==> config.mk <==
export PLATFORM = sky130hd
export DESIGN_NAME = instr_fetch_flat
export DESIGN_NICKNAME = d
export VERILOG_FILES = /design/src/rtl/instr_fetch_if.sv /design/src/rtl/instr_fetch.sv /design/src/flat_wrapper.sv
export SDC_FILE = /design/constraint.sdc
export NUM_CORES = 1
export LEC_CHECK = 0
export ABC_AREA = 1
export CAP_MARGIN = 20
export CORE_MARGIN = 1
export CORE_UTILIZATION = 45
export DETAILED_ROUTE_END_ITERATION = 12
export PLACE_DENSITY = 0.84
export SETUP_SLACK_MARGIN = 0.1
export SYNTH_ARGS = -nofsm -noshare
export SYNTH_HDL_FRONTEND = slang
export SYNTH_SLANG_ARGS = --single-unit
export TNS_END_PERCENT = 30
==> constraint.sdc <==
create_clock -name clk -period 3.44 [get_ports clk]
set_clock_uncertainty 0.15 [all_clocks]
set_input_delay 0.86 -clock clk [delete_from_list [all_inputs] [get_ports clk]]
set_output_delay 0.86 -clock clk [all_outputs]
set_load 0.05 [all_outputs]
==> src/rtl/instr_fetch_if.sv <==
// instr_fetch_if: sram read port, decoder handshake and redirect
// signals shared by the fetch stage and its neighbours.
interface instr_fetch_if #(
   parameter int unsigned ADDR_W = 4,
   parameter int unsigned WIDTH  = 8
);
   logic              en;
   logic              mem_cs;
   logic [ADDR_W-1:0] mem_addr;
   logic [WIDTH-1:0]  mem_data;
   logic [WIDTH-1:0]  instr;
   logic [ADDR_W-1:0] instr_pc;
   logic              instr_valid;
   logic              instr_ready;
   logic              jump_en;
   logic [ADDR_W-1:0] jump_addr;
   logic              halted;

   modport master (
      input  en,
      input  mem_data,
      input  instr_ready,
      input  jump_en,
      input  jump_addr,
      output mem_cs,
      output mem_addr,
      output instr,
      output instr_pc,
      output instr_valid,
      output halted
   );

   modport slave (
      output en,
      output mem_data,
      output instr_ready,
      output jump_en,
      output jump_addr,
      input  mem_cs,
      input  mem_addr,
      input  instr,
      input  instr_pc,
      input  instr_valid,
      input  halted
   );
endinterface

==> src/rtl/instr_fetch.sv <==
// instr_fetch: PC-driven fetch stage in front of a 1-cycle sram.
// Define FETCH_HALT_EN to stop fetching after a HALT_OP word.
module instr_fetch #(
   parameter int unsigned       ADDR_W   = 4,
   parameter int unsigned       WIDTH    = 8,
   parameter logic [ADDR_W-1:0] RESET_PC = '0,
   parameter logic [WIDTH-1:0]  HALT_OP  = 8'hFF
) (
   input logic           clk,
   input logic           rst_n,
   instr_fetch_if.master bus
);

`ifdef FETCH_HALT_EN
   typedef enum logic [2:0] {
      IDLE, REQ, CAPT, HOLD, HALTED
   } state_t;
`else
   typedef enum logic [1:0] {
      IDLE, REQ, CAPT, HOLD
   } state_t;
`endif

   state_t            state_q;
   state_t            state_d;
   logic [ADDR_W-1:0] pc_q;
   logic [WIDTH-1:0]  instr_q;
   logic [ADDR_W-1:0] instr_pc_q;
   logic              valid_q;

`ifdef FETCH_HALT_EN
   logic              halt_hit_q;
`else
   logic              halt_op_unused;
   assign halt_op_unused = ^HALT_OP;
`endif

   always_ff @(posedge clk or negedge rst_n) begin
      if (!rst_n) state_q <= IDLE;
      else        state_q <= state_d;
   end

   // A redirect overrides whatever the FSM was doing.
   always_comb begin
      state_d = state_q;
      if (bus.jump_en) begin
         state_d = bus.en ? REQ : IDLE;
      end else begin
         unique case (state_q)
            IDLE: if (bus.en) state_d = REQ;
            REQ:  state_d = CAPT;
            CAPT: state_d = HOLD;
            HOLD: begin
               if (bus.instr_ready) begin
`ifdef FETCH_HALT_EN
                  if (halt_hit_q)
                     state_d = HALTED;
                  else
                     state_d = bus.en ? REQ : IDLE;
`else
                  state_d = bus.en ? REQ : IDLE;
`endif
               end
            end
`ifdef FETCH_HALT_EN
            HALTED: state_d = HALTED;
`endif
            default: state_d = IDLE;
         endcase
      end
   end

   always_ff @(posedge clk or negedge rst_n) begin
      if (!rst_n) begin
         pc_q       <= RESET_PC;
         instr_q    <= '0;
         instr_pc_q <= '0;
         valid_q    <= 1'b0;
`ifdef FETCH_HALT_EN
         halt_hit_q <= 1'b0;
`endif
      end else if (bus.jump_en) begin
         pc_q    <= bus.jump_addr;
         valid_q <= 1'b0;
      end else if (state_q == CAPT) begin
         instr_q    <= bus.mem_data;
         instr_pc_q <= pc_q;
         valid_q    <= 1'b1;
         pc_q       <= pc_q + 1'b1;
`ifdef FETCH_HALT_EN
         halt_hit_q <= (bus.mem_data == HALT_OP);
`endif
      end else if (state_q == HOLD && bus.instr_ready) begin
         valid_q <= 1'b0;
      end
   end

   assign bus.mem_cs      = (state_q == REQ);
   assign bus.mem_addr    = pc_q;
   assign bus.instr       = instr_q;
   assign bus.instr_pc    = instr_pc_q;
   assign bus.instr_valid = valid_q;

`ifdef FETCH_HALT_EN
   assign bus.halted = (state_q == HALTED);
`else
   assign bus.halted = 1'b0;
`endif

endmodule

==> src/flat_wrapper.sv <==
// flat-port wrapper written by rule: the top's interface ports become plain ports
module instr_fetch_flat 
#(
   parameter int unsigned       ADDR_W   = 4,
   parameter int unsigned       WIDTH    = 8,
   parameter logic [ADDR_W-1:0] RESET_PC = '0,
   parameter logic [WIDTH-1:0]  HALT_OP  = 8'hFF
)
  (clk, rst_n, bus_en, bus_mem_data, bus_instr_ready, bus_jump_en, bus_jump_addr, bus_mem_cs, bus_mem_addr, bus_instr, bus_instr_pc, bus_instr_valid, bus_halted);
  instr_fetch_if #(.ADDR_W(ADDR_W), .WIDTH(WIDTH)) bus_i ();
  input logic clk;
  input logic rst_n;
  input wire logic [$bits(bus_i.en)-1:0] bus_en;
  input wire logic [$bits(bus_i.mem_data)-1:0] bus_mem_data;
  input wire logic [$bits(bus_i.instr_ready)-1:0] bus_instr_ready;
  input wire logic [$bits(bus_i.jump_en)-1:0] bus_jump_en;
  input wire logic [$bits(bus_i.jump_addr)-1:0] bus_jump_addr;
  output wire logic [$bits(bus_i.mem_cs)-1:0] bus_mem_cs;
  output wire logic [$bits(bus_i.mem_addr)-1:0] bus_mem_addr;
  output wire logic [$bits(bus_i.instr)-1:0] bus_instr;
  output wire logic [$bits(bus_i.instr_pc)-1:0] bus_instr_pc;
  output wire logic [$bits(bus_i.instr_valid)-1:0] bus_instr_valid;
  output wire logic [$bits(bus_i.halted)-1:0] bus_halted;
  assign bus_i.en = bus_en;
  assign bus_i.mem_data = bus_mem_data;
  assign bus_i.instr_ready = bus_instr_ready;
  assign bus_i.jump_en = bus_jump_en;
  assign bus_i.jump_addr = bus_jump_addr;
  assign bus_mem_cs = bus_i.mem_cs;
  assign bus_mem_addr = bus_i.mem_addr;
  assign bus_instr = bus_i.instr;
  assign bus_instr_pc = bus_i.instr_pc;
  assign bus_instr_valid = bus_i.instr_valid;
  assign bus_halted = bus_i.halted;
  instr_fetch #(.ADDR_W(ADDR_W), .WIDTH(WIDTH), .RESET_PC(RESET_PC), .HALT_OP(HALT_OP)) u_core (.clk(clk), .rst_n(rst_n), .bus(bus_i));
endmodule
==> results of run 1 <==
## metal layers
layer  GRT usage (%)  vias up
li1                -      411
met1           24.57      388
met2           35.28       21
met3           3.462        2
met4           9.143        0
met5               0        -
## sequential cells by signal (all words and copies together), names as in the netlist
name and cells:
u_core.bus.instr_valid 1, u_core.bus.instr_pc 4, u_core.bus.instr 8, u_core.bus.mem_addr 4
u_core.state_q 2
## power breakdown
part	switching (mW)	internal, mW	total (mW)
sequential	0.0668	0.315	0.381
clock	0.0614	0.0449	0.106
combinational	0.483	0.237	0.719
total	0.611	0.596	1.21
## through the flow
stage	worst slack (ns)	total power [mW]
final	0.6475	1.207
after global routing	0.5765	1.287
after CTS	0.6383	1.219
after detailed placement	0.9651	1.109
after global placement	1.005	1.087
after floorplan	1.485	0.8679
## cell usage in the layout, fill, tap and decap left out
master,instances
a21oi_1,1
dfrtp_1,19
a22oi_1,2
xnor2_1,1
inv_1,7
nand2_1,50
o21ai_0,2
clkbuf_1,1
clkdlybuf4s50_1,34
nand2_4,1
clkbuf_4,3
inv_2,2
nor2_1,7
conb_1,1
ha_1,6
nand3_1,8
## critical path: stages (launching register included)
cell,delay (ns)
dfrtp_1,0.43
inv_1,0.13
ha_1,0.15
clkdlybuf4s50_1,0.79
## kinds of logic (layout without fill, tap and decap cells)
group,after synthesis,in the layout
AOI/OAI and AO/OA,5,5
xor gates and xnor gates,1,1
adders and majority gates,6,6
buffers and inverters,12,47
DFF,19,19
other,1,1
and+or+nand+nor,66,66
## path summary, 6_finish.rpt
kind,end,slack [ns],from
worst min-delay path,u_core.bus.instr[2],0.34,u_core.bus.instr[2]
max in group asynchronous,u_core.bus.instr_pc[0],1.74,rst_n
worst min register to register,u_core.bus.instr[2],0.34,u_core.bus.instr[2]
worst max register to register,u_core.state_q[0],1.82,u_core.state_q[0]
worst max-delay path,bus_mem_cs,0.65,u_core.state_q[1]
min in group asynchronous,u_core.bus.instr_pc[1],0.89,rst_n
## final cells by class
type                            instances  area share [%]
Sequential cell                        19           36.86
Multi-Input combinational cell         79           29.68
Clock buffer                            4           2.037
Inverter                                9           2.619
Timing Repair Buffer                   34           26.38
Tap cell                               25           2.425
==> qor.yml, run 1 <==
clocking:
  post_cts_resized: 0
  cts_setup_buffers: 0
  clockBufferDepth: 2
  cts_max_level: 1
  postCtsHoldBufs: 0
  clock_latency_ns: 0.28
  cts_inserted_buffers: 3
  clkTransAtPathRegs_ns: 0.10
  cts_tree: "yes"
  clkSinkCount: 19
  cts-root-buf: "clkbuf_4"
route:
  route.detailed.drc: 0
  wl_per_cell_microns: 11.56
  wirelength_microns: 1965
  dr.pass1.iters: 4
  met2_length_microns: 995
  wl_met3_microns: 77
  antenna_left: 0
  drt_iter0_drc: 11
  dr_total_vias: 822
  route.top_layer_used: "met4"
  avgViaCountPerCell: 4.835
  wl_met1_microns: 880
cells_and_area:
  fin_cells: 170
  fillers: 154
  seqCellArea_sq_um: 475.5
  num_antenna_cells: 0
  final_area_sq_um: 1290
  fin_nets: 169
  multiInputGateArea_sq_um: 382.9
  synthToLayoutAreaGrowth_pct: 40.46
  post-route-util_pct: 70.86
  drive_above_1_share_pct: 4.138
floorplanning:
  rows: 15
  die_w_microns: 47.18
  fp.coreArea_sq_um: 1821
  die_area_sq_um: 2225
  initial_core_util_pct: 50.45
  die_h_microns: 47.18
  num_io_pins: 36
sta:
  drv_slew: 0
  hold_viol_final: 0
  setup_viol: 0
  fmaxAchievable_mhz: 358.1
  fin_crit_sh_pct: 81.18
  min_period_ns: 2.792
  hold_ws_ns: 0.3430
  rsz0062_at_grt: "false"
  fin_tns_setup_ns: 0
  worstMarginPinSlew_ns: 0.8209
  slew_headroom_pct: 45.10
synth:
  synth_warnings: 0
  syn_avg_cell_area_sq_um: 8.349
  synth_top_family_by_area: "simple AND/OR/NAND/NOR gates"
  synth_xor_area_share_pct: 0.9537
  syn_inst: 110
  ys_seq_area_share_pct: 51.77
  async_flop_share_pct: 100.0
  synth-edff-count: 0
  synth_cell_types: 15
  synth_compound_area_share_pct: 3.270
  synthFlopType: "dfrtp_1"
  netlist.area_leader.share_pct: 51.77
  synth.area.mux_share_pct: 0
  yosysMostFrequentCell: "nand2_1"
  synthAdderAreaFrac_pct: 8.174
  synth-simple-area-share_pct: 28.88
  ys_top_cells_by_count: "50 x nand2_1, 19 x dfrtp_1, 8 x nand3_1"
  ys_ff_latch: 19
  syn-num-nets: 133
  yosys.area.top_type: "dfrtp_1"
  synth.area.top_cells: "dfrtp_1 52%, nand2_1 20%, ha_1 8.2%"
  netlist_area_sq_um: 918.4
place:
  hpwl_microns: 1527
  gp_congestion: 0.8295
  placed_cells: 166
  portBuffers: 34
  dpl-instance-area_sq_um: 1264
critical_path:
  critPathCaptureType: "output port"
  crit_required_ns: 2.43
  arrival_ns: 1.78
  r2r_cells: 7
  crit_type: "reg2out"
  start_kind: "register"
  path_max_fanout: 5
hold_path:
  min_path_cells: 2
  hold_class: "reg2reg"
outcome:
  status: "finished, final reports clean"
power:
  vdd_ir_drop_max_mv: 0.5658
  p_per_area_nw_per_um2: 935.6
  p_leak_nw: 0.6591
global_routing:
  grt_pass1_vias: 773
  grt_start_max_net_pins: 20
  grt_overflow_total: 0
  antenna_found_initial: 0
  grtUsageTotal_pct: 20.29
  grt_pass1_wl_microns: 3111
job:
  maxCapViolCount: 0
No activity file was read; power rests on OpenSTA's default activity.
==> run 2: changes to the inputs <==
Settings changed: CORE_UTILIZATION 45 to 42, PLACE_DENSITY 0.84 to 0.8.
Clock period 3.44 ns to 2.6 ns, I/O delays scaled along.
==> run 2 against run 1 <==
Routed wire length fell by 1.3%. Clock power grew 39%. Clock-buffer cell count unchanged. Sequential power increased by 33%. Die area grew 6.8%. Total power up 32%. Non-clock buffer count up 1. Setup slack got worse by 0.42 ns. Largest cell class unchanged.
==> qor.yml, run 2 (synthesis results as in run 1) <==
critical_path:
  start_kind: "register"
  critPathBufInv: 1  # -1
  critPathCaptureType: "output port"
  path_cells: "clkdlybuf4s50_1"
  path_max_fanout: 5  # unchanged
  crit_required_ns: 1.80  # -0.63 ns
  slowest_stage: "clkdlybuf4s50_1"
  crit_type: "reg2out"
  rrSetupSlack_ns: 1.01  # -0.81 ns
  arrival_ns: 1.58  # -0.20 ns
  critPathTopFamily: "buffers and inverters"
  max_stage_delay_ns: 0.84  # +0.05 ns
cells_and_area:
  post-route-util_pct: 64.88  # -6.0 points
  final_common_cell: "nand2_1"
  synthToLayoutAreaGrowth_pct: 41.42
  drive_above_1_share_pct: 4.795  # +0.66 points
  num_antenna_cells: 0  # unchanged
  largest_register_ffs: 8  # unchanged
  fin_nets: 170  # +0.59%
  final_cell_mix: "50 x nand2_1, 33 x clkdlybuf4s50_1, 19 x dfrtp_1, 8 x nand3_1"
job:
  maxCapViolCount: 0  # unchanged
route:
  antenna_left: 0  # unchanged
  drt_iter0_drc: 8  # -3
  wirelength_microns: 1939  # -1.3%
  dr_total_vias: 807  # -1.8%
  dr.pass1.iters: 3  # -1
  route.detailed.drc: 0  # unchanged
  wl_per_cell_microns: 11.21  # -3.0%
  avgViaCountPerCell: 4.665  # -3.5%
clocking:
  clock_latency_ns: 0.29  # about the same
  cts-root-buf: "clkbuf_4"
  cts_tree: "yes"
  clkTransAtPathRegs_ns: 0.11  # about the same
  clkSinkCount: 19  # unchanged
  cts_setup_buffers: 0  # unchanged
  cts_max_level: 1  # unchanged
  clockBufferDepth: 2  # unchanged
  cts_inserted_buffers: 3  # unchanged
global_routing:
  grt_overflow_total: 0  # unchanged
  grt_pass1_wl_microns: 3436  # +10%
  grt_pass1_vias: 836  # +8.2%
  grt_start_max_net_pins: 20  # unchanged
  antenna_found_initial: 0  # unchanged
  grtUsageTotal_pct: 18.26  # -2.0 points
outcome:
  status: "finished, final reports clean"
power:
  p_leak_nw: 0.6663  # +1.1%
  p_per_area_nw_per_um2: 1225  # +31%
  fin_total_pwr_mw: 1.591  # +32%
  vdd_ir_drop_max_mv: 0.7383  # +30%
floorplanning:
  initial_core_util_pct: 45.88  # -4.6 points
  fp.coreArea_sq_um: 2002  # +10%
  die_h_microns: 48.76  # +3.4%
  die_area_sq_um: 2378  # +6.8%
  rows: 16  # +1
  die_w_microns: 48.76  # +3.4%
  num_io_pins: 36  # unchanged
sta:
  worstMarginPinSlew_ns: 0.5141  # -0.3067 ns
  fin_tns_setup_ns: 0  # unchanged
  fmaxAchievable_mhz: 420.9
  rsz0062_at_grt: "false"
  setup_viol: 0  # unchanged
  fin_crit_sh_pct: 91.39
  hold_viol_final: 0  # unchanged
  min_period_ns: 2.376
  drv_slew: 0  # unchanged
  slew_headroom_pct: 65.62  # +21 points
  hold_ws_ns: 0.3439  # +0.0009400 ns
place:
  hpwl_microns: 1490  # -2.5%
  portBuffers: 34  # unchanged
  gp_congestion: 0.7475  # -9.9%
hold_path:
  hold_class: "reg2reg"
run 2: cell count changes in the layout (fill, tap and decap cells not counted), sizes merged:
cell           change
buf                +1
clkdlybuf4s50      -1
dlygate4sd2        +1
run 2: timing repair:
item | 4_1_cts | 5_1_grt
endpoints found under the setup margin | 1 | 0
hold buffers | 0 | 0
resized for setup | 1 | 0
run 2: cell type report:
type | instances | area (sq um)
well taps | 27 | 33.78
repair buffers | 35 | 346.6
inverters | 9 | 33.78
multi-input cells | 79 | 382.9
fillers | 177 | 703.2
clock buffers | 4 | 26.28
flip-flops and latches | 19 | 475.5
run 2: worst paths after layout:
path                                        start                endpoint  cells after the start
max in group asynchronous                   rst_n  u_core.bus.mem_addr[2]                      2
setup reg to reg                u_core.state_q[0]       u_core.state_q[0]                      7
hold reg to reg               u_core.bus.instr[1]     u_core.bus.instr[1]                      2
setup / recovery           u_core.bus.mem_addr[0]         bus_mem_addr[0]                      1
hold / removal                u_core.bus.instr[1]     u_core.bus.instr[1]                      2
min in group asynchronous                   rst_n  u_core.bus.instr_pc[3]                      2
run 2: power by group:
part | internal, mW | switching [mW]
clock | 0.0595 | 0.0873
combinational | 0.308 | 0.630
sequential | 0.416 | 0.0896
total | 0.784 | 0.807
run 2: routing by layer:
layer | share of wire [%] | global-route usage, %
met2 | 52 | 33.33
met5 | 0 | 0
met4 | 0 | 4.412
met1 | 43 | 21.31
met3 | 4.9 | 4.403
run 2: stage by stage:
step                      cell area, sq um  setup WS [ns]  instances
final                                 1299         0.2240        173
after CTS                             1299         0.2141        173
after floorplan                      918.4         0.8554        110
after global routing                  1299         0.1720        173
after detailed placement              1274         0.3394        169
after global placement                1274         0.3823        169
==> variant: new RTL, settings of run 2 <==
`ADDR_W` is set to 4 in 3 places; all go to 3.
--- a/src/rtl/instr_fetch_if.sv
+++ b/src/rtl/instr_fetch_if.sv
@@ -3,3 +3,3 @@
 interface instr_fetch_if #(
-   parameter int unsigned ADDR_W = 4,
+   parameter int unsigned ADDR_W = 3,
    parameter int unsigned WIDTH  = 8
--- a/src/rtl/instr_fetch.sv
+++ b/src/rtl/instr_fetch.sv
@@ -3,3 +3,3 @@
 module instr_fetch #(
-   parameter int unsigned       ADDR_W   = 4,
+   parameter int unsigned       ADDR_W   = 3,
    parameter int unsigned       WIDTH    = 8,
--- a/src/flat_wrapper.sv
+++ b/src/flat_wrapper.sv
@@ -3,3 +3,3 @@
 #(
-   parameter int unsigned       ADDR_W   = 4,
+   parameter int unsigned       ADDR_W   = 3,
    parameter int unsigned       WIDTH    = 8,
Ports: changed (resized bus_instr_pc, bus_jump_addr and bus_mem_addr); port bits go from 36 to 33. No check against the original RTL was run, so the function may have changed too.
==> variant against run 2 <==
- count of clock-buffer cells in the layout unchanged
- sequential cell count is 2 lower
- fmax up 1.8%
- sequential power shrank 12%
- clock power is 5% lower
- design area fell by 9.5%
- total power decreased by 9.4%
- synthesized area is 9.9% lower
- routed wire length shrank 15%
- worst setup slack better by 43 ps
- critical path type unchanged
- largest cell class unchanged
==> variant: results (changes against run 2) <==
* Worst hold margin at 336.5 ps (was 343.9 ps)
* Total power at 1.442 mW (was 1.591 mW)
* Vias in the first global route at 626 (was 836)
* Met2 wire length at 826 µm (was 1.015 mm)
* WL final at 1.642 mm (was 1.939 mm)
* Met3 wire length at 93 µm (was 95 µm)
* Cell Area, Placed at 0.001150 mm² (was 0.001274 mm²)
* Total Routing Usage GR at 0.1756 (was 0.1826)
* Leak pwr at 0.6072 nW (was 0.6663 nW)
* Initial antenna violation count at 0 (unchanged)
* Worst Max-Slew Pin Slew at 508.0 ps (was 514.1 ps)
* Hold Path Sink: u_core.bus.instr[4] (was u_core.bus.instr[1])
* Filler cells at 164 (was 177)
* Seq/Total Area, Yosys at 0.5144 (was 0.5177)
* Launch point of the worst path: u_core.bus.mem_addr[2] (was u_core.bus.mem_addr[0])
* Layout cells sized above 1 at 0.05303 (was 0.04795)
* P_clk at 140 µW (was 147 µW)
* Commonest cells in the netlist: nand2_1 (49), dfrtp_1 (17), ha_1 (6), inv_1 (6), nand3_1 (5) (was nand2_1 (50), dfrtp_1 (19), nand3_1 (8))
* Initial drt markers at 8 (unchanged)
* Yosys cell types at 15 (unchanged)
* Routability cong. at 0.7356 (was 0.7475)
* Diode count at 0 (unchanged)
* Combinational Power at 855 µW (was 938 µW)
* CP delay by family, top: buffers and inverters (unchanged)
* Layout Nets at 155 (was 170)
* Syn_nets at 121 (was 133)
* FF-to-FF End: u_core.state_q[0] (unchanged)
* Worst path max stage delay at 830 ps
* Critical path fanouts, max at 4 (was 5)
* Vias at 712 (was 807)
* Synth top area cells: dfrtp_1 (51%), nand2_1 (22%), ha_1 (9.1%) (was dfrtp_1 (52%), nand2_1 (20%), ha_1 (8.2%))
* Grt met1 use at 0.2146 (was 0.2131)
* Met2 usage at 0.2889 (was 0.3333)
* Pwr dens at 1227 mW/mm² (was 1225 mW/mm²)
* Final HPWL DP at 1.219 mm (was 1.490 mm)
* Crit path DAT at 1530 ps (was 1580 ps)
* Worst vdd ir at 0.0009381 V (was 0.0007383 V)
* Largest net degree at the start of global routing at 18 (was 20)
* Int Power at 714.9 µW (was 784.1 µW)
* Global routing met3 resource utilization at 0.07059 (was 0.04403)
* Hold Startpoint: u_core.bus.instr[4] (was u_core.bus.instr[1])
* Critical Path Sink: bus_mem_addr[2] (was bus_mem_addr[0])
* Post-Route M1 WL at 721 µm (was 827 µm)
* Status: completed (unchanged)
* Port Buf Inserts at 31 (was 34)
variant: cell count changes in the layout (fill, tap and decap cells not counted):
cell	change
inv_1	-1
clkdlybuf4s50_1	-3
nor2_1	-3
nand3_1	-3
dfrtp_1	-2
nand2_1	-1
a22oi_1	-1
variant: kinds of logic (layout without fill, tap and decap cells):
group,after synthesis,count (layout),synth area share
fa+ha+maj,6,6,0.09077
simple gates,59,59,0.2844
xor+xnor,1,1,0.01059
other cells,1,1,0.004534
compound gates,4,4,0.02723
flops,17,17,0.5144
buf+inv,11,44,0.06807
variant: cell type report:
class	instances	area share
Timing Repair Buffer	32	0.2694
Inverter	8	0.02556
Tap cell	25	0.02662
Clock buffer	4	0.02236
Sequential cell	17	0.3621
Multi-Input combinational cell	71	0.2939
variant: stage by stage:
stage,std cells,worst slack (ps)
floorplan,99,855.4
global placement,153,377.0
detailed placement,153,332.0
CTS,157,246.5
global route,157,199.1
finish,157,266.6
